--- config.mk ---
export PLATFORM = sky130hd
export DESIGN_NAME = pwm_ramp_ctrl
export DESIGN_NICKNAME = d
export VERILOG_FILES = /design/src/rtl/pwm_ctrl_pkg.sv /design/src/rtl/pwm_period_timer.sv /design/src/rtl/pwm_ramp_ctrl.sv
export SDC_FILE = /design/constraint.sdc
export NUM_CORES = 1
export LEC_CHECK = 0
export BUFFER_PORTS_ARGS = -buffer_cell sky130_fd_sc_hd__buf_2
export CAP_MARGIN = 20
export CORE_MARGIN = 4
export CORE_UTILIZATION = 45
export CTS_CLUSTER_SIZE = 8
export DETAILED_ROUTE_END_ITERATION = 10
export PLACE_DENSITY = 0.66
export SYNTH_ARGS = -nofsm -noshare
export SYNTH_HDL_FRONTEND = slang
export SYNTH_HIERARCHICAL = 1
export SYNTH_SLANG_ARGS = --single-unit
--- constraint.sdc ---
create_clock -name clk -period 3.6 [get_ports clk]
set_input_delay 0.18 -clock clk [delete_from_list [all_inputs] [get_ports clk]]
set_output_delay 0.18 -clock clk [all_outputs]
set_load 0.02 [all_outputs]
--- src/rtl/pwm_ctrl_pkg.sv ---
// pwm_ctrl_pkg
//   Shared types and helpers for the PWM duty-ramp controller.
//   - state_t     : controller FSM state (IDLE, RAMP)
//   - DUTY_W_DEF  : default duty/target width
//   - sat_inc / sat_dec / clamp_duty : saturating duty arithmetic on plain
//     integers; callers cast the result back to their own duty width.
package pwm_ctrl_pkg;

  localparam int DUTY_W_DEF = 4;

  typedef enum logic {
    IDLE = 1'b0,
    RAMP = 1'b1
  } state_t;

  function automatic int sat_inc(input int d, input int max_d);
    return (d >= max_d) ? max_d : d + 1;
  endfunction

  function automatic int sat_dec(input int d);
    return (d <= 0) ? 0 : d - 1;
  endfunction

  function automatic int clamp_duty(input int d, input int max_d);
    return (d > max_d) ? max_d : d;
  endfunction

endpackage

--- src/rtl/pwm_period_timer.sv ---
// pwm_period_timer
//   PWM period counter plus ramp prescaler.
//   Ports:
//     clk, rst      : clock, async active-high reset
//     ramp_clr      : restart the prescaler (request accepted)
//     cnt           : position inside the PWM period, 0..PERIOD-1
//     wrap          : last cycle of the period
//     step_tick     : wrap that completes RAMP_DIV periods since the last clear
//     period_start  : first cycle of the period (cnt == 0)
module pwm_period_timer #(
  parameter int PERIOD   = 10,
  parameter int RAMP_DIV = 2,
  parameter int CNT_W    = 4
) (
  input  logic             clk,
  input  logic             rst,
  input  logic             ramp_clr,
  output logic [CNT_W-1:0] cnt,
  output logic             wrap,
  output logic             step_tick,
  output logic             period_start
);

  localparam int RC_W = (RAMP_DIV > 1) ? $clog2(RAMP_DIV) : 1;
  localparam logic [CNT_W-1:0] CNT_LAST = CNT_W'(PERIOD - 1);
  localparam logic [RC_W-1:0]  RC_LAST  = RC_W'(RAMP_DIV - 1);

  logic [RC_W-1:0] ramp_cnt;

  always_ff @(posedge clk or posedge rst) begin
    if (rst) begin
      cnt      <= '0;
      ramp_cnt <= '0;
    end else begin
      cnt <= wrap ? '0 : cnt + 1'b1;
      // A clear coinciding with a wrap wins: that wrap does not count
      // toward the first step of the new ramp.
      if (ramp_clr)
        ramp_cnt <= '0;
      else if (wrap)
        ramp_cnt <= (ramp_cnt == RC_LAST) ? '0 : ramp_cnt + 1'b1;
    end
  end

  assign wrap         = (cnt == CNT_LAST);
  assign step_tick    = wrap && (ramp_cnt == RC_LAST);
  assign period_start = (cnt == '0);

endmodule

--- src/rtl/pwm_ramp_ctrl.sv ---
// pwm_ramp_ctrl
//   Duty-cycle sequencer: owns the PWM output, ramps duty one step per
//   RAMP_DIV periods toward a target taken from the host or from inc/dec
//   pulses. Duty only changes on the last cycle of a period, so the new
//   value applies from cnt == 0 and the output never glitches mid-period.
//   Ports:
//     clk, rst            : clock, async active-high reset
//     req_valid/req_ready : host target handshake (ready only in IDLE)
//     req_target          : requested duty, clamped to PERIOD
//     duty_inc/duty_dec   : single-cycle pulses, target = duty +/- 1
//     abort               : stop the ramp, keep the present duty
//     duty_out            : applied duty
//     busy / done         : ramping / one-cycle completion pulse
//     pwm_out             : cnt < duty_out
//     period_start        : cnt == 0
//   Build option: PWM_SOFTSTART_EN -- leave reset at duty 0 in RAMP and
//   ramp up to DEFAULT_DUTY.
//
//   state | meaning
//   IDLE  | duty held, accepting requests
//   RAMP  | stepping duty toward target on step_tick
module pwm_ramp_ctrl
  import pwm_ctrl_pkg::*;
#(
  parameter int PERIOD       = 10,
  parameter int DUTY_W       = DUTY_W_DEF,
  parameter int RAMP_DIV     = 2,
  parameter int DEFAULT_DUTY = 5
) (
  input  logic              clk,
  input  logic              rst,
  input  logic              req_valid,
  output logic              req_ready,
  input  logic [DUTY_W-1:0] req_target,
  input  logic              duty_inc,
  input  logic              duty_dec,
  input  logic              abort,
  output logic [DUTY_W-1:0] duty_out,
  output logic              busy,
  output logic              done,
  output logic              pwm_out,
  output logic              period_start
);

  localparam logic [DUTY_W-1:0] DEF_DUTY = DUTY_W'(DEFAULT_DUTY);

`ifdef PWM_SOFTSTART_EN
  localparam state_t            RST_STATE = RAMP;
  localparam logic [DUTY_W-1:0] RST_DUTY  = '0;
`else
  localparam state_t            RST_STATE = IDLE;
  localparam logic [DUTY_W-1:0] RST_DUTY  = DEF_DUTY;
`endif

  state_t            state;
  logic [DUTY_W-1:0] target;
  logic [DUTY_W-1:0] cnt;
  logic              wrap;
  logic              step_tick;
  logic              inc_only;
  logic              dec_only;
  logic              accept;
  logic              unused_wrap;

  assign inc_only = duty_inc && !duty_dec;
  assign dec_only = duty_dec && !duty_inc;
  assign accept   = (state == IDLE) && (req_valid || inc_only || dec_only);

  pwm_period_timer #(
    .PERIOD   (PERIOD),
    .RAMP_DIV (RAMP_DIV),
    .CNT_W    (DUTY_W)
  ) u_timer (
    .clk          (clk),
    .rst          (rst),
    .ramp_clr     (accept),
    .cnt          (cnt),
    .wrap         (wrap),
    .step_tick    (step_tick),
    .period_start (period_start)
  );

  // The step decision only needs step_tick; wrap stays available on the timer.
  assign unused_wrap = wrap;

  always_ff @(posedge clk or posedge rst) begin
    if (rst) begin
      state    <= RST_STATE;
      duty_out <= RST_DUTY;
      target   <= DEF_DUTY;
      done     <= 1'b0;
    end else begin
      done <= 1'b0;
      case (state)
        IDLE: begin
          if (req_valid) begin
            target <= DUTY_W'(clamp_duty(int'(req_target), PERIOD));
            state  <= RAMP;
          end else if (inc_only) begin
            target <= DUTY_W'(sat_inc(int'(duty_out), PERIOD));
            state  <= RAMP;
          end else if (dec_only) begin
            target <= DUTY_W'(sat_dec(int'(duty_out)));
            state  <= RAMP;
          end
        end
        RAMP: begin
          if (abort) begin
            target <= duty_out;
            state  <= IDLE;
          end else if (duty_out == target) begin
            state <= IDLE;
            done  <= 1'b1;
          end else if (step_tick) begin
            if (duty_out < target)
              duty_out <= DUTY_W'(sat_inc(int'(duty_out), PERIOD));
            else
              duty_out <= DUTY_W'(sat_dec(int'(duty_out)));
          end
        end
        default: state <= IDLE;
      endcase
    end
  end

  assign busy      = (state == RAMP);
  assign req_ready = (state == IDLE);
  assign pwm_out   = (cnt < duty_out);

endmodule

==> out/results.txt <==
status = finished, final reports clean
Mapped Cells = 141
synthesis warning total = 6
root buffer cell = clkbuf_4
DP HPWL = 2.198 mm
clock latency at the later pin of the worst-skew pair = 0.29 ns
final wirelength = 2.895 mm
top cells by area, synth = dfrtp_1, ha_1, dfstp_2
maximum capacitance violations = 0
post-synth cell types = 45
Tmin final = 2.131 ns
fin util = 53.22%
CTS buffer count = 3
WP data required = 3.76 ns
CTS resizes = 0
period utilisation layout = 59.19%
die area = 0.003579 sq mm
routability cong. = 0.9085
Max VDD drop = 300.7 uV
Max FO, Critical Path = 9
Worst Tran Pin Value = 0.4668 ns
Critical-path top delay cell = dfstp_2
Area Growth Syn to Fin = 11.08%
Clk pin slew, worst setup/hold paths = 0.10 ns
area share of the largest cell type after synthesis = 22.77%
Vias = 1132
most common cell in the netlist = inv_1
cell chain of the critical path = inv_1 -> ha_1 -> o31a_1 -> or4b_1 -> o311ai_1 -> a31oi_1
Hold WC Path Type = input pin to flip-flop
Worst slew margin = 68.88%
static leakage = 0.0006454 uW
GR Util All Layers = 17.87%
FF+latch count, synth = 15
Synth area leader = dfrtp_1
design area = 0.001343 sq mm
Final Hold Vio Count = 0
routed len/inst = 15.32 um
Synth Flop Type = dfrtp_1
data arrival time of the worst path = 2.29 ns
chip width = 59.83 um
f_max = 469.3 MHz
Slowest Stage Delay on Critical Path = 0.63 ns
Starting Density = 47.92%
clock tree buffer depth = 2
register area share after synthesis = 31.47%
syn nets = 163
DP Area = 0.001306 sq mm
CP Class = flip-flop to flip-flop
I/O pin count = 19
Initial DRC Count = 40
synth cell count leaders = inv_1, ha_1, dfrtp_1, a21oi_1, nor2_1
CTS HTree Levels = 1
EDFF count, synth = 0
final-report setup violation count = 0
clk sinks = 15
ANT nets after route = 0
Setup crit end kind = flip-flop
die height = 59.83 um
drt via density = 5.989
placed insts = 184
antenna violations before repair = 0
final setup TNS = 0 ns
Final #Nets = 182
ys async rst share = 100.0%
cell family with most CP delay = flip-flops
Port Buf Inserts = 18
unrepaired setup endpoints after global routing = no
syn avg cell area = 8.572 sq um
Worst Setup Start Kind = flip-flop
GRT overflow = 0
Cell Count, Final, Fillers Out = 189
Core Box Area = 0.002522 sq mm
global-route wire length before repair = 4.816 mm
CP Buf/Inv Count = 1
Final Skew = 0.01143 ns
pin count of the biggest net entering global routing = 15
ANT cells = 0
mapped cell area = 0.001209 sq mm
Max Slew Vio Count = 0
DRC Markers = 0
power density cells = 452.3 mW/mm^2
vias in the first global route = 1090
CTS tree = done
Pre-antenna DRT Iters = 4
share of post-route cells with drive strength above 1 = 19.50%
Cell Rows = 18
-- final cells by class --
| cell class | instances | area (sq um) |
|---|---|---|
| Timing Repair Buffer | 19 | 100.1 |
| Sequential cell | 15 | 380.4 |
| Clock buffer | 4 | 26.28 |
| Tap cell | 30 | 37.54 |
| Inverter | 17 | 63.81 |
| Fill cell | 247 | 1180 |
| Multi-Input combinational cell | 104 | 734.5 |
-- layout by cell type, fill, tap and decap left out, types with 4 or more instances in the layout --
cell	netlist	layout
buf_2	0	18
inv_1	17	17
ha_1	12	12
dfrtp_1	11	11
a21oi_1	10	10
nor2_1	9	9
o21ai_0	8	8
nand2_1	8	8
a31oi_1	7	7
dfstp_2	4	4
-- per-stage QoR --
| stage | hold WS, ns | setup WS (ns) | total power (uW) |
|---|---|---|---|
| 3_5_place_dp | 0.1032 | 1.489 | 503.7 |
| 4_1_cts | 0.1865 | 1.479 | 606.7 |
| 3_3_place_gp | 0.09300 | 1.581 | 497.9 |
| 2_1_floorplan | -0.04148 | 1.545 | 441.9 |
| 5_1_grt | 0.2226 | 1.373 | 658.7 |
| 6_report | 0.1876 | 1.469 | 607.3 |
-- kinds of logic after synthesis --
group | share of synthesized area [%]
xor gates and xnor gates | 1.450
adders and majority gates | 12.42
AOI/OAI and AO/OA | 23.81
DFF | 31.47
muxes | 1.760
and+or+nand+nor | 21.33
buffers and inverters | 7.764
-- sequential cells by signal, indices dropped and copies added, names as in the netlist --
register / count
busy: 1
u_timer/cnt: 4
target: 4
done: 1
u_timer/ramp_cnt: 1
duty_out: 4
-- where the power goes --
part	internal, uW	total, uW	switching (uW)
Combinational	109	256	146
Sequential	209	249	39.7
Clock	43.1	103	59.9
-- routing by layer --
metal	global-route usage, %	vias to the layer above	routed length, um
met5	0	-	0
met4	7.911	0	59
met3	4.536	7	189
met2	27.16	40	1281
met1	23.74	534	1364
li1	-	551	-
-- worst min-delay path, cell delays in order --
cell and delay, ns:
buf_2 0.11, nand3_1 0.07, o21ai_0 0.07, a31oi_1 0.04
-- repair_timing --
| action | CTS | global route |
|---|---|---|
| setup buffers | 0 | 0 |
| endpoints found under the hold margin | 11 | 0 |
| hold buffers | 1 | 0 |
-- final timing paths --
kind | from | to | slack [ns] | cells after the start
max | duty_out[0] | target[1] | 1.47 | 6
min | abort | target[2] | 0.19 | 4
max reg2reg | duty_out[0] | target[1] | 1.47 | 6
min reg2reg | u_timer/ramp_cnt | u_timer/ramp_cnt | 0.55 | 2
max in group asynchronous | rst | target[2] | 2.84 | 3
min in group asynchronous | rst | u_timer/ramp_cnt | 0.34 | 3
Power figures use the tool's default switching activity.
